**src/rtl/axi_lsu_master.sv**
```systemverilog
// Load/store unit front end: turns single core requests into AXI-Lite
// transactions. It handles byte/half/word lane steering, rejects misaligned
// or illegal sizes locally, and gives up with an error after a cycle budget.
module axi_lsu_master #(
  parameter int unsigned AXI_AWIDTH     = 32,
  parameter int unsigned AXI_DWIDTH     = 32,
  parameter int unsigned TIMEOUT_CYCLES = 255
) (
  input  logic                      AXI_ACLK,
  input  logic                      AXI_ARESETN,
  // Core side
  input  logic                      req_valid,
  output logic                      req_ready,
  input  logic                      req_we,
  input  logic [31:0]               req_addr,
  input  logic [31:0]               req_wdata,
  input  logic [1:0]                req_size,
  input  logic                      req_unsigned,
  output logic                      rsp_valid,
  output logic [31:0]               rsp_rdata,
  output logic                      rsp_err,
  // AXI-Lite write channels
  output logic [AXI_AWIDTH-1:0]     AXI_AWADDR,
  output logic                      AXI_AWVALID,
  input  logic                      AXI_AWREADY,
  output logic [AXI_DWIDTH-1:0]     AXI_WDATA,
  output logic [AXI_DWIDTH/8-1:0]   AXI_WSTRB,
  output logic                      AXI_WVALID,
  input  logic                      AXI_WREADY,
  input  logic [1:0]                AXI_BRESP,
  input  logic                      AXI_BVALID,
  output logic                      AXI_BREADY,
  // AXI-Lite read channels
  output logic [AXI_AWIDTH-1:0]     AXI_ARADDR,
  output logic                      AXI_ARVALID,
  input  logic                      AXI_ARREADY,
  input  logic [AXI_DWIDTH-1:0]     AXI_RDATA,
  input  logic [1:0]                AXI_RRESP,
  input  logic                      AXI_RVALID,
  output logic                      AXI_RREADY
);

  // Counter only needs to reach TIMEOUT_CYCLES-1.
  localparam int unsigned CntW = (TIMEOUT_CYCLES > 1) ? $clog2(TIMEOUT_CYCLES) : 1;
  localparam logic [CntW-1:0] CntLast = CntW'(TIMEOUT_CYCLES - 1);

  typedef enum logic [1:0] {StIdle, StWrite, StRead, StResp} state_e;

  state_e state_q, state_d;

  logic                    req_ready_q, req_ready_d;
  logic                    rsp_valid_q, rsp_valid_d;
  logic [31:0]             rsp_rdata_q, rsp_rdata_d;
  logic                    rsp_err_q, rsp_err_d;
  logic                    awvalid_q, awvalid_d;
  logic                    wvalid_q, wvalid_d;
  logic                    bready_q, bready_d;
  logic                    arvalid_q, arvalid_d;
  logic                    rready_q, rready_d;
  logic [AXI_AWIDTH-1:0]   addr_q, addr_d;
  logic [AXI_DWIDTH-1:0]   wdata_q, wdata_d;
  logic [AXI_DWIDTH/8-1:0] wstrb_q, wstrb_d;
  logic [1:0]              size_q, size_d;
  logic                    uns_q, uns_d;
  logic                    aw_done_q, aw_done_d;
  logic                    w_done_q, w_done_d;
  logic                    b_done_q, b_done_d;
  logic                    berr_q, berr_d;
  logic [CntW-1:0]         cnt_q, cnt_d;

  logic        accept, req_legal;
  logic        aw_hs, w_hs, b_hs, ar_hs, r_hs;
  logic        wr_done, timeout;
  logic [3:0]  strb_map;
  logic [31:0] wdata_map;
  logic [31:0] rd_shift;
  logic [31:0] load_data;

  assign accept    = req_valid && req_ready_q && (state_q == StIdle);
  assign req_legal = (req_size == 2'b00) ||
                     (req_size == 2'b01 && !req_addr[0]) ||
                     (req_size == 2'b10 && req_addr[1:0] == 2'b00);

  assign aw_hs   = awvalid_q && AXI_AWREADY;
  assign w_hs    = wvalid_q && AXI_WREADY;
  assign b_hs    = bready_q && AXI_BVALID;
  assign ar_hs   = arvalid_q && AXI_ARREADY;
  assign r_hs    = rready_q && AXI_RVALID;
  // B may land in the same cycle as AW/W, so look at live handshakes too.
  assign wr_done = (aw_done_q || aw_hs) && (w_done_q || w_hs) && (b_done_q || b_hs);
  assign timeout = (cnt_q == CntLast);

  assign rd_shift = AXI_RDATA >> {addr_q[1:0], 3'b000};

  // Store lane steering: replicate the datum across the bus, strobe the target lanes.
  always_comb begin
    strb_map  = 4'b1111;
    wdata_map = req_wdata;
    case (req_size)
      2'b00: begin
        strb_map  = 4'b0001 << req_addr[1:0];
        wdata_map = {4{req_wdata[7:0]}};
      end
      2'b01: begin
        strb_map  = 4'b0011 << req_addr[1:0];
        wdata_map = {2{req_wdata[15:0]}};
      end
      default: ;
    endcase
  end

  // Load extraction with optional sign extension.
  always_comb begin
    load_data = rd_shift;
    case (size_q)
      2'b00:   load_data = {{24{!uns_q && rd_shift[7]}}, rd_shift[7:0]};
      2'b01:   load_data = {{16{!uns_q && rd_shift[15]}}, rd_shift[15:0]};
      default: ;
    endcase
  end

  // FSM state register.
  always_ff @(posedge AXI_ACLK or negedge AXI_ARESETN) begin
    if (!AXI_ARESETN) begin
      state_q <= StIdle;
    end else begin
      state_q <= state_d;
    end
  end

  // FSM next-state logic.
  always_comb begin
    state_d = state_q;
    unique case (state_q)
      StIdle: begin
        if (accept) begin
          if (!req_legal)  state_d = StResp;
          else if (req_we) state_d = StWrite;
          else             state_d = StRead;
        end
      end
      StWrite: if (wr_done || timeout) state_d = StResp;
      StRead:  if (r_hs || timeout)    state_d = StResp;
      StResp:  state_d = StIdle;
    endcase
  end

  // FSM outputs: next values of every registered output and datapath register.
  always_comb begin
    req_ready_d = (state_d == StIdle);
    rsp_valid_d = 1'b0;
    rsp_rdata_d = rsp_rdata_q;
    rsp_err_d   = rsp_err_q;
    awvalid_d   = awvalid_q;
    wvalid_d    = wvalid_q;
    bready_d    = bready_q;
    arvalid_d   = arvalid_q;
    rready_d    = rready_q;
    addr_d      = addr_q;
    wdata_d     = wdata_q;
    wstrb_d     = wstrb_q;
    size_d      = size_q;
    uns_d       = uns_q;
    aw_done_d   = aw_done_q;
    w_done_d    = w_done_q;
    b_done_d    = b_done_q;
    berr_d      = berr_q;
    cnt_d       = cnt_q;
    unique case (state_q)
      StIdle: begin
        if (accept) begin
          addr_d    = AXI_AWIDTH'(req_addr);
          size_d    = req_size;
          uns_d     = req_unsigned;
          wdata_d   = (req_legal && req_we) ? wdata_map : '0;
          wstrb_d   = (req_legal && req_we) ? strb_map : '0;
          cnt_d     = '0;
          aw_done_d = 1'b0;
          w_done_d  = 1'b0;
          b_done_d  = 1'b0;
          berr_d    = 1'b0;
          awvalid_d = req_legal && req_we;
          wvalid_d  = req_legal && req_we;
          bready_d  = req_legal && req_we;
          arvalid_d = req_legal && !req_we;
          rready_d  = req_legal && !req_we;
          if (!req_legal) begin
            rsp_rdata_d = '0;
            rsp_err_d   = 1'b1;
          end
        end
      end
      StWrite: begin
        cnt_d = cnt_q + 1'b1;
        if (aw_hs) begin
          awvalid_d = 1'b0;
          aw_done_d = 1'b1;
        end
        if (w_hs) begin
          wvalid_d = 1'b0;
          w_done_d = 1'b1;
        end
        // Only the first B response counts.
        if (b_hs && !b_done_q) begin
          b_done_d = 1'b1;
          berr_d   = (AXI_BRESP != 2'b00);
        end
        if (wr_done) begin
          awvalid_d   = 1'b0;
          wvalid_d    = 1'b0;
          bready_d    = 1'b0;
          rsp_rdata_d = '0;
          rsp_err_d   = b_done_q ? berr_q : (AXI_BRESP != 2'b00);
        end else if (timeout) begin
          awvalid_d   = 1'b0;
          wvalid_d    = 1'b0;
          bready_d    = 1'b0;
          rsp_rdata_d = '0;
          rsp_err_d   = 1'b1;
        end
      end
      StRead: begin
        cnt_d = cnt_q + 1'b1;
        if (ar_hs) arvalid_d = 1'b0;
        if (r_hs) begin
          arvalid_d   = 1'b0;
          rready_d    = 1'b0;
          rsp_rdata_d = load_data;
          rsp_err_d   = (AXI_RRESP != 2'b00);
        end else if (timeout) begin
          arvalid_d   = 1'b0;
          rready_d    = 1'b0;
          rsp_rdata_d = '0;
          rsp_err_d   = 1'b1;
        end
      end
      // Response is already latched; flag it on the way back to idle.
      StResp: rsp_valid_d = 1'b1;
    endcase
  end

  // Registered outputs and request capture.
  always_ff @(posedge AXI_ACLK or negedge AXI_ARESETN) begin
    if (!AXI_ARESETN) begin
      req_ready_q <= 1'b0;
      rsp_valid_q <= 1'b0;
      rsp_rdata_q <= '0;
      rsp_err_q   <= 1'b0;
      awvalid_q   <= 1'b0;
      wvalid_q    <= 1'b0;
      bready_q    <= 1'b0;
      arvalid_q   <= 1'b0;
      rready_q    <= 1'b0;
      addr_q      <= '0;
      wdata_q     <= '0;
      wstrb_q     <= '0;
      size_q      <= '0;
      uns_q       <= 1'b0;
      aw_done_q   <= 1'b0;
      w_done_q    <= 1'b0;
      b_done_q    <= 1'b0;
      berr_q      <= 1'b0;
      cnt_q       <= '0;
    end else begin
      req_ready_q <= req_ready_d;
      rsp_valid_q <= rsp_valid_d;
      rsp_rdata_q <= rsp_rdata_d;
      rsp_err_q   <= rsp_err_d;
      awvalid_q   <= awvalid_d;
      wvalid_q    <= wvalid_d;
      bready_q    <= bready_d;
      arvalid_q   <= arvalid_d;
      rready_q    <= rready_d;
      addr_q      <= addr_d;
      wdata_q     <= wdata_d;
      wstrb_q     <= wstrb_d;
      size_q      <= size_d;
      uns_q       <= uns_d;
      aw_done_q   <= aw_done_d;
      w_done_q    <= w_done_d;
      b_done_q    <= b_done_d;
      berr_q      <= berr_d;
      cnt_q       <= cnt_d;
    end
  end

  assign req_ready   = req_ready_q;
  assign rsp_valid   = rsp_valid_q;
  assign rsp_rdata   = rsp_rdata_q;
  assign rsp_err     = rsp_err_q;
  assign AXI_AWADDR  = addr_q;
  assign AXI_ARADDR  = addr_q;
  assign AXI_AWVALID = awvalid_q;
  assign AXI_WVALID  = wvalid_q;
  assign AXI_WDATA   = wdata_q;
  assign AXI_WSTRB   = wstrb_q;
  assign AXI_BREADY  = bready_q;
  assign AXI_ARVALID = arvalid_q;
  assign AXI_RREADY  = rready_q;

endmodule
```
**config.mk**
```make
export PLATFORM = sky130hd
export DESIGN_NAME = axi_lsu_master
export DESIGN_NICKNAME = d
export VERILOG_FILES = /design/src/rtl/axi_lsu_master.sv
export SDC_FILE = /design/constraint.sdc
export NUM_CORES = 1
export LEC_CHECK = 0
export BUFFER_PORTS_ARGS = -buffer_cell sky130_fd_sc_hd__buf_2
export CAP_MARGIN = 10
export CORE_MARGIN = 2
export CORE_UTILIZATION = 45
export CTS_CLUSTER_DIAMETER = 100
export DETAILED_ROUTE_END_ITERATION = 7
export PLACE_DENSITY = 0.76
export SYNTH_ARGS = -nofsm -noshare
export SYNTH_HDL_FRONTEND = slang
export SYNTH_SLANG_ARGS = --single-unit
```
**constraint.sdc**
```tcl
create_clock -name AXI_ACLK -period 2.3 [get_ports AXI_ACLK]
set_clock_uncertainty 0.2 [all_clocks]
set_input_delay 0.23 -clock AXI_ACLK [delete_from_list [all_inputs] [get_ports AXI_ACLK]]
set_output_delay 0.23 -clock AXI_ACLK [all_outputs]
set_load 0.005 [all_outputs]
```
### Word-level counts from Yosys, hierarchy flattened

Index checks and enable logic that the tools add are counted.
Widths: inputs -> output; s select.

* bits in read-only memories: 0
* latch bits: 0
* RAM bits: 0
* memories: 0
* output and inout port bits: 140
* logic and storage cells: 146
* input port bits: 112
* register bits: 125

* equality and inequality tests: 17
* divide/modulo/power cells: 0
* multipliers: 0
* shift operators: 3
* add/sub/neg operators: 1
* bitwise logic cells: 0
* reduce and logical (&&, ||, !) cells: 50
* muxes and demuxes: 55
* $lt $le $gt $ge: 0

Operators by type and width (number)
* $mux 32: 6
* $pmux 32 s2: 2
* $pmux 32 s3: 1
* $shr 32x5->32: 1
* $reduce_and 3->1: 9
* $mux 1: 26
* $pmux 1 s2: 9
* $logic_and 1x1->1: 16
* $pmux 8 s2: 1
* $ne 4x4->1 const B: 3
* $logic_not 2->1: 5
* $mux 2: 5
* $ne 2x2->1 const B: 5
* $reduce_bool 2->1: 5
* $add 8x1->8 const B: 1
* $eq 8x8->1 const B: 1
* $mux 8: 1
* $pmux 2 s4: 1
* $pmux 4 s2: 1
* $logic_or 1x1->1: 7
* $eq 2x1->1 const B: 3
* $eq 2x2->1 const B: 3
* $ne 3x3->1 const B: 2
* $logic_not 1->1: 4
* 7 further kinds: 8

### Logic depth before layout (Yosys ltp)

* word-level depth: 8
* depth in mapped cells: 10
* depth with buffers taken out: 7

### Worst setup path before layout

Ideal clock, no wire load.

* kind: reg2reg
* from: register state_q[1]
* to: register rsp_rdata_q[22] (netlist: rsp_rdata[22])
* path slack: 0.016 ns
* buffers on the path: 3
* arrival: 2.003 ns
* period minus slack after synthesis: 2.284 ns
* data required time: 2.020 ns
* library setup time: 0.080 ns
* cell stages (with the launch flop): 11
* cell sequence: dfrtp_1 > inv_1 > ha_1 > buf_6 > a21bo_1 > buf_4 > o211a_2 > nand2_2 > buf_2 > or3b_1 > o211ai_2

* cells in the longest elaborated chain, start to end: 4

RTL lines
* start: declaration: RTL line 49 `state_e state_q, state_d;`
* start signal: assignment: RTL line 125 `state_q <= StIdle;`
* start signal: assignment: RTL line 127 `state_q <= state_d;`
* $logic_not 2->1: RTL line 79, 169
* $logic_and 1x1->1: RTL line 79 `assign accept = req_valid && req_ready_q && (state_q == StIdle);`
* $ne 2x2->1 (no source line)
* $reduce_and 3->1 (no source line)
* end signal: assignment: RTL line 267 `rsp_rdata_q <= rsp_rdata_d;`
* end: declaration: RTL line 53 `logic [31:0] rsp_rdata_q, rsp_rdata_d;`

Several ways; a longest one is shown, not always the timed one.
A chain may end at the register's enable or synchronous reset.

### Final worst setup path

* from: register state_q[0]
* to: register rsp_rdata_q[20] (netlist: rsp_rdata[20])

Same word-level chain as after synthesis.

==> reports/metrics.yaml <==
critical_path:
  r2r_setup_slack_ns: 0.11
  ff2ff_path_depth: 8
  cp-startpoint: "state_q[0]"
  reg2reg_from: "state_q[0]"
  max_stage_delay_ns: 0.39
  path_class: "reg2reg"
  crit_path_max_fanout: 14
  cp.arrival_ns: 2.31
  path_buf_inv: 2
  crit_chain: "inv_1, ha_2, buf_4, a21bo_1, o211a_2, nand2_4, or3b_1, o211ai_1"
  required_ns: 2.42
  cp.depth: 8
  path_delay_family: "compound AO/OA/AOI/OAI gates"
  crit_end: "rsp_rdata[20]"
  worstSetupEndpointType: "flop"
  cp_slowest_cell: "or3b_1"
  r2r-end: "rsp_rdata[20]"
  start_kind: "flop"
yosys:
  netlist_instances: 753
  yosys.area.top_type: "dfrtp_1"
  synth_top_area_share: 0.449
  syn_area_um2: 6960
  synth_edf_count: 0
  ys_seq_area_frac: 0.449
  synthTopCellsByArea: "dfrtp_1 (45%), nand2_1 (9.8%), mux2i_1 (6.5%), buf_4 (3.7%), o21ai_0 (3.2%)"
  syn_avg_cell_area_um2: 9.25
  synth.net_count: 872
  synth_flop_cell: "dfrtp_1"
  synthTopCellsByCount: "nand2_1 (182), dfrtp_1 (125), mux2i_1 (45), o21ai_0 (45), buf_4 (34)"
  yosysUniqueCellTypes: 59
  synth_warnings: 0
  ys_ff_latch: 125
  synth.most_common_cell: "nand2_1"
  synth-async-reset-ratio: 1.00
clocking:
  tritoncts: "done"
  htree_levels: 4
  postCtsSetupBuffers: 0
  clockBufferDepth: 2
  clk_pin_slew_ns: 0.06
  root_buffer: "clkbuf_16"
  clock_latency_ns: 0.41
  cts_inserted_buffers: 17
  cts.sinks: 125
power_and_ir_drop:
  switching_share: 0.209
  power_density_nw_per_um2: 585
  switchingPower_mw: 1.18
  ir_drop_mv: 0.433
  combPwrFrac: 0.074
  p_leak_nw: 5.06
  p_clk_frac: 0.537
  pwr-share-seq: 0.388
  internal_power_mw: 4.48
route:
  routed_wl_um: 22300
  remaining_drc_errors: 0
  final_antenna_net_count: 0
  wl_per_cell_um: 18.0
  drtPass1Iterations: 7
  drt-initial-drc-count: 402
  vias: 6805
  avgViaCountPerCell: 5.48
timing:
  fin_ws_ns: 0.105
  relSlewSlack: 0.642
  finalCritPeriodShare: 0.954
  tightest_slew_ns: 0.536
  fmax_mhz: 456
  hold_viol_final: 0
  setup_viol: 0
  period_needed_ns: 2.19
  slew_viol_final: 0
global_route:
  grt_pass1_wl_um: 34800
  grt_pass1_vias: 6665
  antenna_found_initial: 1
  track_usage: 0.270
  grt_start_max_net_pins: 86
  grt_overflow: 0
placement:
  dp_slack_ns: 0.0783
  gp_congestion: 0.845
  dpl-instance-area_um2: 8260
  detailed_place_hpwl_um: 14800
  numPlacedInstances: 1135
  portBuffers: 251
floorplanning:
  start_util: 0.460
  ios: 252
  core_area_um2: 15100
  die_w_um: 128
  dieHeight_um: 128
  rows: 45
  dieArea_um2: 16500
layout:
  area_growth_syn_to_layout_pct: 39.2
  n_fill_cell: 1196
  drive_above_1_share: 0.330
  final_cells: 1242
  finalInstanceArea_um2: 9690
  multi_input_area_um2: 3340
  layout.nets: 1159
  register_area_um2: 3130
worst_hold_path:
  hold_path_startpoint: "AXI_RDATA[12]"
  hold_path_class: "in2reg"
run:
  cap_violations: 0
outcome:
  outcome: "finished, final reports clean"
routing by layer:
metal	global-route usage	up-vias	share of wire
li1	-	3208	-
met2	0.454	316	0.50
met3	0.0794	37	0.081
met4	0.0957	0	0.024
met5	0	-	0
met1	0.331	3244	0.40
through the flow:
step                       util  power, mW  hold WS, ns  setup TNS (ns)
final                     0.640       5.67       0.0114               0
after global routing      0.640       5.85       0.0170         -0.0225
after CTS                 0.639       5.70      0.00116               0
after detailed placement  0.546       2.55      -0.0942               0
after global placement    0.546       2.55      -0.0940               0
after floorplan               -       2.35       -0.266               0
cells by family (layout without fill, tap and decap cells):
kind of cell             count (synthesis)  in the layout  synth area share
AO/OA/AOI/OAI                          180            180             0.185
XOR/XNOR                                 3              3           0.00377
adder cells (fa/ha/maj)                  7              7            0.0126
buffers and inverters                   92            392            0.0742
flip-flops                             125            125             0.449
multiplexers                            47             47            0.0696
other                                    0              1                 0
AND/OR/NAND/NOR                        299            299             0.206
power by group through the flow:
stage	Clock (mW)	Combinational, mW	Sequential (mW)
floorplan	0	0.110	2.24
global placement	0	0.313	2.24
detailed placement	0	0.314	2.24
CTS	3.08	0.415	2.20
global route	3.20	0.455	2.20
finish	3.04	0.422	2.20
sequential cells by signal, indices dropped and copies added, names as in the netlist, 2 cells and up:
name / flops
AXI_ARADDR: 32
AXI_WDATA: 32
AXI_WSTRB: 4
cnt_q: 8
rsp_rdata: 32
size_q: 2
state_q: 2
worst min-delay path by stage:
stage / cells after the start / endpoint
finish: 3 / rsp_rdata[4]
global route: 3 / rsp_rdata[4]
CTS: 3 / rsp_rdata[0]
detailed placement: 1 / rsp_rdata[21]
global placement: 1 / rsp_rdata[21]
floorplan: 0 / AXI_ARADDR[0]
tightest hold or removal path, cell delays in order:
cell	delay, ns
buf_2	0.09
a211o_1	0.11
a32o_1	0.15
placed cells by master (no fill, tap or decap), types with 4 or more instances in the layout:
master         instances
buf_12                 6
dfrtp_1              125
nand3_1                6
o211ai_1               5
o21ai_1                8
nor4_1                 4
nor2_1                32
o211ai_2              10
a21o_1                 4
clkbuf_8               5
a21oi_1               29
o31ai_1               25
ha_1                   6
o21ai_0               45
a32o_1                 7
nand4_1                8
buf_2                250
mux2i_1               45
and2_1                 9
nand2_1              182
clkbuf_16             17
nor4_2                10
nor3_1                 5
nor2b_1                9
o2bb2ai_1             19
or3b_1                14
inv_1                  7
dlygate4sd3_1         74
bufinv_16              5
a211o_1                7
buf_4                 23
repair_timing:
| item | CTS | global route |
|---|---|---|
| hold buffers | 74 | 0 |
| endpoints found under the setup margin | 0 | 17 |
| endpoints found under the hold margin | 201 | 0 |
| gates resized for setup | 0 | 2 |
area by class of cell:
| cell class | count | area share |
|---|---|---|
| Clock inverter | 9 | 0.0186 |
| Antenna cell | 1 | 0.000258 |
| Timing Repair Buffer | 353 | 0.236 |
| Clock buffer | 23 | 0.0514 |
| Inverter | 7 | 0.00271 |
| Tap cell | 188 | 0.0243 |
| Multi-Input combinational cell | 536 | 0.344 |
| Sequential cell | 125 | 0.323 |
(Power assumes the default switching activity.)
